`src/rtl/fetch_controller.sv`:
```
// rtl/fetch_controller.sv - fetch-stage sequencer: PC enable, pipeline stall/flush/freeze, debug step, perf counters
module fetch_controller #(
  parameter logic [5:0] HALT_OPCODE = 6'h3F,
  parameter int         CW          = 16
) (
  input  logic          clk,
  input  logic          reset,
  input  logic          id_ex_mem_read,
  input  logic [4:0]    id_ex_rt,
  input  logic [4:0]    if_id_rs,
  input  logic [4:0]    if_id_rt,
  input  logic [5:0]    if_id_opcode,
  input  logic          branch_taken,
  input  logic          step_mode,
  input  logic          step_req,
  output logic          pc_write,
  output logic          if_id_write,
  output logic          if_id_flush,
  output logic          id_ex_flush,
  output logic          ex_mem_flush,
  output logic          pipe_enable,
  output logic          halted,
  output logic          step_ack,
  output logic [CW-1:0] fetch_count,
  output logic [CW-1:0] stall_count
);

  typedef enum logic [2:0] {BOOT, RUN, REFILL, STEP_WAIT, HALT} state_t;

  state_t state, state_n;
  logic   step_req_q;
  logic   step_edge;
  logic   load_use;
  logic   stall_inc;
  logic   step_ack_n;

  assign step_edge = step_req && !step_req_q;
  assign load_use  = id_ex_mem_read && (id_ex_rt != 5'd0) &&
                     ((id_ex_rt == if_id_rs) || (id_ex_rt == if_id_rt));

  always_comb begin
    state_n      = state;
    pipe_enable  = 1'b1;
    pc_write     = 1'b1;
    if_id_write  = 1'b1;
    if_id_flush  = 1'b0;
    id_ex_flush  = 1'b0;
    ex_mem_flush = 1'b0;
    stall_inc    = 1'b0;
    step_ack_n   = 1'b0;
    case (state)
      BOOT: begin
        pc_write     = 1'b0;
        if_id_flush  = 1'b1;
        id_ex_flush  = 1'b1;
        ex_mem_flush = 1'b1;
        state_n      = RUN;
      end
      RUN: begin
        if (branch_taken) begin
          if_id_flush  = 1'b1;
          id_ex_flush  = 1'b1;
          ex_mem_flush = 1'b1;
          state_n      = REFILL;
        end else if (load_use) begin
          pc_write    = 1'b0;
          if_id_write = 1'b0;
          id_ex_flush = 1'b1;
          stall_inc   = 1'b1;
        end else if (if_id_opcode == HALT_OPCODE) begin
          pc_write    = 1'b0;
          if_id_write = 1'b0;
          id_ex_flush = 1'b1;
          state_n     = HALT;
        end else if (step_mode) begin
          state_n    = STEP_WAIT;
          step_ack_n = 1'b1;
        end
      end
      REFILL: begin
        // MEM holds a bubble here, so a branch_taken now is not a real branch
        if_id_flush = 1'b1;
        state_n     = step_mode ? STEP_WAIT : RUN;
      end
      STEP_WAIT: begin
        pipe_enable = 1'b0;
        pc_write    = 1'b0;
        if_id_write = 1'b0;
        if (step_edge || !step_mode) state_n = RUN;
      end
      HALT: begin
        pipe_enable = 1'b0;
        pc_write    = 1'b0;
      end
      default: state_n = BOOT;
    endcase
  end

  always_ff @(posedge clk or posedge reset) begin
    if (reset) begin
      state      <= BOOT;
      step_req_q <= 1'b0;
      halted     <= 1'b0;
      step_ack   <= 1'b0;
    end else begin
      state      <= state_n;
      step_req_q <= step_req;
      halted     <= (state_n == HALT);
      step_ack   <= step_ack_n;
    end
  end

  // Both counters saturate at all-ones rather than wrapping
  always_ff @(posedge clk or posedge reset) begin
    if (reset) begin
      fetch_count <= '0;
      stall_count <= '0;
    end else begin
      if (pc_write && pipe_enable && (fetch_count != '1))
        fetch_count <= fetch_count + CW'(1);
      if (stall_inc && (stall_count != '1))
        stall_count <= stall_count + CW'(1);
    end
  end

endmodule

```
`config.mk`:
```
export PLATFORM = sky130hd
export DESIGN_NAME = fetch_controller
export DESIGN_NICKNAME = d
export VERILOG_FILES = /design/src/rtl/fetch_controller.sv
export SDC_FILE = /design/constraint.sdc
export NUM_CORES = 1
export LEC_CHECK = 0
export CORE_MARGIN = 2
export CORE_UTILIZATION = 45
export CTS_CLUSTER_SIZE = 24
export DETAILED_ROUTE_END_ITERATION = 10
export PLACE_DENSITY = 0.86
export SYNTH_ARGS = -nofsm -noshare
export SYNTH_HDL_FRONTEND = slang
export SYNTH_SLANG_ARGS = --single-unit
```
`constraint.sdc`:
```
create_clock -name clk -period 3.91 [get_ports clk]
set_input_delay 0.5865 -clock clk [delete_from_list [all_inputs] [get_ports clk]]
set_output_delay 0.5865 -clock clk [all_outputs]
set_load 0.02 [all_outputs]
```
==> impl_summary.log, run 1 <==
INFO  metric syn_nets = 236
INFO  metric mostFrequentLayoutCell = sky130_fd_sc_hd__clkdlybuf4s50_1
INFO  metric placement_rows = 24
INFO  metric peak_supply_drop = 0.0005252 V
INFO  metric critical_path.cell_chain = clkdlybuf4s50_1 > or4_1 > o21ai_1 > or2b_1 > nand2_1 > a21boi_0 > clkdlybuf4s50_1
INFO  metric fp.dieArea = 5169 um2
INFO  metric outcome = complete, no violations
INFO  metric area.growth.synth_to_final = 39.51%
INFO  metric number_of_max_slew_violations_in_the_final_report = 0
INFO  metric path_delay_family = buffers and inverters
INFO  metric worst_hold_path_type = reg -> reg
INFO  metric groute.usage.overall = 0.2003
INFO  metric postRouteAntennaNets = 0
INFO  metric routed_via_density = 5.407
INFO  metric cts-root-to-sink-buffers = 2
INFO  metric postCtsHoldBufs = 0
INFO  metric yosys_register_bits = 38
INFO  metric cp_slowest_stage_delay = 640 ps
INFO  metric power_per_cell_area = 468.0 nW/um2
INFO  metric finalSetupTns = 0 ps
INFO  metric async_reset_ff_frac = 1.000
INFO  metric grt_first_pass_wirelength = 8155 um
INFO  metric die_height = 71.90 um
INFO  metric multi_input_comb_area = 1077 um2
INFO  metric fmax = 286.4 MHz
INFO  metric post-route-util = 0.6601
INFO  metric area_of_all_sequential_standard_cells = 950.9 um2
INFO  metric drt_pre_antenna_iters = 4
INFO  metric timing.slew.headroom = 0.6129
INFO  metric setup_violations = 0
INFO  metric grt_setup_unrepaired = no
INFO  metric grt_pass1_vias = 1816
INFO  metric ff2ff_path_depth = 5
INFO  metric critical-path-top-cell-by-count = sky130_fd_sc_hd__clkdlybuf4s50_1
INFO  metric setup.worst_path.end_class = output pin
INFO  metric fill_cells = 362
INFO  metric antenna_found_initial = 0
INFO  metric levels_on_crit_path = 7
INFO  metric grt_start_max_net_pins = 39
INFO  metric r2r_setup_slack = 1570 ps
INFO  metric timing.clock.skew = 5.550 ps
INFO  metric syn_area_per_cell = 10.02 um2
INFO  metric place_congestion = 0.8156
INFO  metric nets = 308
INFO  metric synth-main-ff-cell = sky130_fd_sc_hd__dfrtp_1
INFO  metric cp-start-kind = input pin
INFO  metric worst-endpoint-arrival = 2900 ps
INFO  metric critical_path.endpoint = if_id_write
INFO  metric hold_viol = 0
INFO  metric maxCapViolCount = 0
INFO  metric routed_wirelength = 4642 um
INFO  metric dpl.hpwl = 3500 um
INFO  metric final_layout_size_suffix_gt1_frac = 0.08214
INFO  metric leakage = 1.178 nW
INFO  metric timing.critical_path.required = 3320 ps
INFO  metric drt-initial-drc-count = 118
INFO  metric finalCritPeriodShare = 0.8929
INFO  metric synth_enable_flop_cells = 0
INFO  metric crit_start = id_ex_rt[1]
INFO  metric worstMarginPinSlew = 575.3 ps
INFO  metric r2r-end = fetch_count[1]$_DFFE_PP0P_
INFO  metric mappedNetlistArea = 2074 um2
INFO  metric core_area = 4384 um2
INFO  metric io_pins = 67
INFO  metric r2r-start = state[1]$_DFF_PP0_
INFO  metric syn_inst = 207
INFO  metric yosysSeqAreaShare = 0.4584
INFO  metric wl_per_cell = 13.98 um
INFO  metric remaining_drc_errors = 0
INFO  metric cts-resized-gates = 0
INFO  metric floorplan.initialDensity = 0.4732
INFO  metric route.vias.total = 1795
INFO  metric synthesis.yosys.warnings = 0
INFO  metric die_width = 71.90 um
INFO  metric cts_setup_buffers = 0
INFO  metric clk_latency = 300 ps
INFO  metric worstPathMaxFanout = 4
INFO  metric cts_root_buf = sky130_fd_sc_hd__clkbuf_8
INFO  metric worst-setup-path-type = in -> out
INFO  metric finalWorstPathRequiredPeriod = 3491 ps
INFO  metric yosysUniqueCellTypes = 42
INFO  metric diodes = 0
INFO  metric clock_tree.htree_level_count = 2
INFO  metric cts.sinks = 38
INFO  metric port_buffers = 66
INFO  metric critical-path-slowest-cell = sky130_fd_sc_hd__clkdlybuf4s50_1
INFO  metric grt.overflow.total = 0
INFO  metric path_clk_slew = 70 ps
INFO  metric most-common-layout-cells = sky130_fd_sc_hd__clkdlybuf4s50_1 (66), sky130_fd_sc_hd__dfrtp_1 (38), sky130_fd_sc_hd__xnor2_1 (29)
INFO  metric tritoncts.num_buffers = 5
INFO  metric timing.critical_path.buf_inv = 2
INFO  metric tritoncts_clock_tree = yes
sequential cells by signal, indices dropped and copies added (netlist names):
name	count
fetch_count	16
step_ack	1
stall_count	16
state	3
halted	1
step_req_q	1
synthesized netlist by cell type (4+ instances only):
cell / n / area, um2
sky130_fd_sc_hd__xnor2_1: 29 / 254.0
sky130_fd_sc_hd__inv_1: 6 / 22.52
sky130_fd_sc_hd__nor4_1: 5 / 31.28
sky130_fd_sc_hd__nand3_1: 19 / 95.09
sky130_fd_sc_hd__and3_1: 4 / 25.02
sky130_fd_sc_hd__dfrtp_1: 38 / 950.9
sky130_fd_sc_hd__nor3_2: 4 / 40.04
sky130_fd_sc_hd__xor2_1: 10 / 87.58
sky130_fd_sc_hd__nand2_1: 19 / 71.32
sky130_fd_sc_hd__a21oi_1: 5 / 25.02
sky130_fd_sc_hd__nor2_1: 11 / 41.29
sky130_fd_sc_hd__nor3_1: 8 / 40.04
sky130_fd_sc_hd__nand4_1: 12 / 75.07
cell type report:
class / count / area share
Timing Repair Buffer: 69 / 0.2361
Sequential cell: 38 / 0.3286
Inverter: 6 / 0.007782
Tap cell: 52 / 0.02248
Clock buffer: 6 / 0.02853
Multi-Input combinational cell: 159 / 0.3722
Clock inverter: 2 / 0.004323
power by group:
part,internal (mW),switching (mW)
Sequential,0.448,0.0779
Clock,0.142,0.144
Combinational,0.272,0.271
Total,0.862,0.493
per-layer routing:
layer	wire (um)	share of wire	vias to the layer above	GRT usage
met4	70	0.015	0	0.07966
met5	0	0	-	0
met2	2284	0.49	49	0.3405
li1	-	-	878	-
met3	275	0.059	8	0.04722
met1	2011	0.43	860	0.2468
through the flow:
| step | hold slack, ps | area (um2) | total power [mW] | worst slack (ps) | std cells |
|---|---|---|---|---|---|
| global route | 516.0 | 2894 | 1.430 | 321.3 | 332 |
| global placement | 475.4 | 2799 | 1.062 | 445.2 | 324 |
| CTS | 500.9 | 2894 | 1.366 | 412.5 | 332 |
| detailed placement | 491.0 | 2799 | 1.076 | 421.1 | 324 |
| floorplan | 526.0 | 2074 | 0.8297 | 1266 | 207 |
| finish | 500.0 | 2894 | 1.354 | 418.8 | 332 |
kinds of logic after synthesis:
kind of cell | after synthesis | synth area share
adder cells (fa/ha/maj) | 2 | 0.01206
multiplexers | 2 | 0.01086
AND/OR/NAND/NOR | 99 | 0.2648
buffers and inverters | 10 | 0.02231
AO/OA/AOI/OAI | 17 | 0.06695
flip-flops | 38 | 0.4584
XOR/XNOR | 39 | 0.1647
how the worst min path moves through the flow:
stage | from | end | slack (ps) | depth (start not counted)
after floorplan | state[0]$_DFF_PP0_ | state[0]$_DFF_PP0_ | 530 | 1
after global routing | stall_count[5]$_DFFE_PP0P_ | stall_count[5]$_DFFE_PP0P_ | 520 | 1
after detailed placement | stall_count[15]$_DFFE_PP0P_ | stall_count[15]$_DFFE_PP0P_ | 490 | 1
final | stall_count[15]$_DFFE_PP0P_ | stall_count[15]$_DFFE_PP0P_ | 500 | 1
after global placement | stall_count[5]$_DFFE_PP0P_ | stall_count[5]$_DFFE_PP0P_ | 480 | 1
after CTS | stall_count[15]$_DFFE_PP0P_ | stall_count[15]$_DFFE_PP0P_ | 500 | 1
Note: power is estimated with default switching activity, not from simulation.
==> run 2: changes to the inputs <==
--- a/config.mk
+++ b/config.mk
@@ -5,11 +5,13 @@
 export SDC_FILE = /design/constraint.sdc
 export NUM_CORES = 1
 export LEC_CHECK = 0
+export CELL_PAD_IN_SITES_DETAIL_PLACEMENT = 0
+export CELL_PAD_IN_SITES_GLOBAL_PLACEMENT = 2
 export CORE_MARGIN = 2
-export CORE_UTILIZATION = 45
+export CORE_UTILIZATION = 30
 export CTS_CLUSTER_SIZE = 24
 export DETAILED_ROUTE_END_ITERATION = 10
-export PLACE_DENSITY = 0.86
+export PLACE_DENSITY = 0.93
 export SYNTH_ARGS = -nofsm -noshare
 export SYNTH_HDL_FRONTEND = slang
 export SYNTH_SLANG_ARGS = --single-unit
==> impl_summary.log, run 2 (synthesized netlist as in run 1, its figures left out) <==
INFO  metric setup_violations = 0 (unchanged)
INFO  metric postCtsHoldBufs = 0 (unchanged)
INFO  metric place_congestion = 0.8301 (+1.8%)
INFO  metric grt.overflow.total = 0 (unchanged)
INFO  metric top_regs = fetch_count: 16 flops, stall_count: 16 flops, state: 3 flops
INFO  metric finalWorstSetupSlack = 271.3 ps (-147.5 ps)
INFO  metric routed_via_density = 4.928 (-8.9%)
INFO  metric finalSetupTns = 0 ps (unchanged)
INFO  metric dpl.hpwl = 3625 um (+3.6%)
INFO  metric finalCritPeriodShare = 0.9306 (+0.03773)
INFO  metric diodes = 0 (unchanged)
INFO  metric outcome = complete, no violations
INFO  metric cp-start-kind = input pin
INFO  metric fill_cells = 688 (+90%)
INFO  metric cts_root_buf = sky130_fd_sc_hd__clkbuf_8
INFO  metric cts.sinks = 38 (unchanged)
INFO  metric timing.critical_path.required = 3320 ps (about the same)
INFO  metric timing.critical_path.buf_inv = 2 (unchanged)
INFO  metric io_pins = 67 (unchanged)
INFO  metric groute.usage.overall = 0.1364 (-0.06392)
INFO  metric critical-path-top-cell-by-count = sky130_fd_sc_hd__clkdlybuf4s50_1
INFO  metric worst-endpoint-arrival = 3050 ps (+150 ps)
INFO  metric critical-path-slowest-cell = sky130_fd_sc_hd__clkdlybuf4s50_1
INFO  metric route.vias.total = 1769 (-1.4%)
INFO  metric final_layout_size_suffix_gt1_frac = 0.07527 (-0.006874)
INFO  metric grt_pass1_vias = 1766 (-2.8%)
INFO  metric tritoncts.num_buffers = 5 (unchanged)
INFO  metric area.growth.synth_to_final = 40.65%
INFO  metric worst-setup-path-type = in -> out
INFO  metric port_buffers = 66 (unchanged)
INFO  metric post-route-util = 0.4319 (-0.2283)
INFO  metric remaining_drc_errors = 0 (unchanged)
INFO  metric routed_wirelength = 4809 um (+3.6%)
INFO  metric finalWorstPathRequiredPeriod = 3639 ps (+147.5 ps)
INFO  metric maxCapViolCount = 0 (unchanged)
INFO  metric cts_setup_buffers = 0 (unchanged)
INFO  metric fp.dieArea = 7596 um2 (+47%)
INFO  metric placement_rows = 30 (+25%)
INFO  metric most-common-layout-cells = sky130_fd_sc_hd__clkdlybuf4s50_1 (66), sky130_fd_sc_hd__dfrtp_1 (38), sky130_fd_sc_hd__xnor2_1 (29)
INFO  metric path_clk_slew = 70 ps (about the same)
INFO  metric timing.slew.headroom = 0.6104 (-0.002537)
INFO  metric critical_path.cell_chain = clkdlybuf4s50_1 > or4_1 > o21ai_1 > or2b_1 > nand2_1 > a21boi_0 > clkdlybuf4s50_1
INFO  metric worstPathMaxFanout = 4 (unchanged)
INFO  metric setup.worst_path.end_class = output pin
INFO  metric tritoncts_clock_tree = yes
INFO  metric power_per_cell_area = 462.6 nW/um2 (-1.2%)
INFO  metric leakage = 1.174 nW (-0.32%)
INFO  metric grt_start_max_net_pins = 39 (unchanged)
INFO  metric fmax = 274.8 MHz (-4.1%)
INFO  metric die_width = 87.16 um (+21%)
INFO  metric hold_viol = 0 (unchanged)
INFO  metric cts-resized-gates = 0 (unchanged)
INFO  metric clk_latency = 290 ps (about the same)
INFO  metric antenna_found_initial = 0 (unchanged)
INFO  metric core_area = 6756 um2 (+54%)
INFO  metric drt_pre_antenna_iters = 4 (unchanged)
INFO  metric mostFrequentLayoutCell = sky130_fd_sc_hd__clkdlybuf4s50_1
INFO  metric worstMarginPinSlew = 579.1 ps (+3.770 ps)
INFO  metric peak_supply_drop = 0.0004469 V (-15%)
INFO  metric nets = 307 (-0.32%)
INFO  metric clock_tree.htree_level_count = 2 (unchanged)
INFO  metric drt-initial-drc-count = 55 (-53%)
INFO  metric worst_hold_path_type = reg -> reg
INFO  metric die_height = 87.16 um (+21%)
INFO  metric floorplan.initialDensity = 0.3070 (-0.1661)
INFO  metric grt_setup_unrepaired = no
INFO  metric cp_slowest_stage_delay = 630 ps (about the same)
INFO  metric wl_per_cell = 13.40 um (-4.2%)
INFO  metric timing.clock.skew = 2.710 ps (-2.840 ps)
INFO  metric grt_first_pass_wirelength = 8259 um (+1.3%)
INFO  metric place_worst_setup_slack = 279.2 ps (-142.0 ps)
INFO  metric path_delay_family = buffers and inverters
INFO  metric p_total = 1.350 mW (-0.34%)
INFO  metric postRouteAntennaNets = 0 (unchanged)
INFO  metric number_of_max_slew_violations_in_the_final_report = 0 (unchanged)
INFO  metric cts-root-to-sink-buffers = 2 (unchanged)
==> run 2: changes by cell type in the layout (fill, tap and decap cells not counted) <==
cell | previous run | this run
sky130_fd_sc_hd__clkinvlp_4 | 1 | 0
sky130_fd_sc_hd__buf_4 | 3 | 2
sky130_fd_sc_hd__clkbuf_1 | 0 | 1
==> run 2: power by group <==
part,leakage (nW),internal [mW],switching (mW)
registers,0.504,0.448,0.0809
clock network,0.0482,0.142,0.136
logic,0.623,0.272,0.271
total,1.17,0.862,0.487
==> run 2: layer usage <==
layer  wire [um]  global-route usage  part of all wire
met1        2266              0.1810              0.47
met2        2268              0.2193              0.47
met3         220             0.03412             0.046
met4          54             0.04196             0.011
met5           0                   0                 0
==> run 2: worst paths after layout <==
check                      slack, ps  cells after the start                  startpoint                           to
max                              270                      7                 id_ex_rt[1]                  if_id_write
min                              490                      1  stall_count[5]$_DFFE_PP0P_   stall_count[5]$_DFFE_PP0P_
max reg2reg                     1540                      5          state[1]$_DFF_PP0_   fetch_count[1]$_DFFE_PP0P_
min reg2reg                      490                      1  stall_count[5]$_DFFE_PP0P_   stall_count[5]$_DFFE_PP0P_
max in group asynchronous       2860                      3                       reset  fetch_count[14]$_DFFE_PP0P_
min in group asynchronous        720                      3                       reset   stall_count[1]$_DFFE_PP0P_
==> run 2: metrics by stage <==
step / cell area, um2 / hold slack (ps) / instances
after floorplan: 2074 / 526.0 / 207
after CTS: 2918 / 500.3 / 359
after global routing: 2918 / 509.3 / 359
final: 2918 / 494.6 / 359
after global placement: 2826 / 476.5 / 351
after detailed placement: 2826 / 490.5 / 351
==> run 2: layout make-up <==
cell class	instances	area, um2	area share
sequential	38	950.9	0.3259
multi-input combinational	159	1077	0.3692
timing repair buffer	68	675.6	0.2316
clock buffer	7	86.33	0.02959
tap	80	100.1	0.03431
inverter	6	22.52	0.007719
clock inverter	1	5.005	0.001715
==> run 2: worst register-to-register path, cell delays in order (launching register included) <==
cell,delay (ps)
sky130_fd_sc_hd__dfrtp_1,480
sky130_fd_sc_hd__or2_2,350
sky130_fd_sc_hd__a211oi_1,440
sky130_fd_sc_hd__nand2_1,420
sky130_fd_sc_hd__nand2_1,230
sky130_fd_sc_hd__mux2_2,340
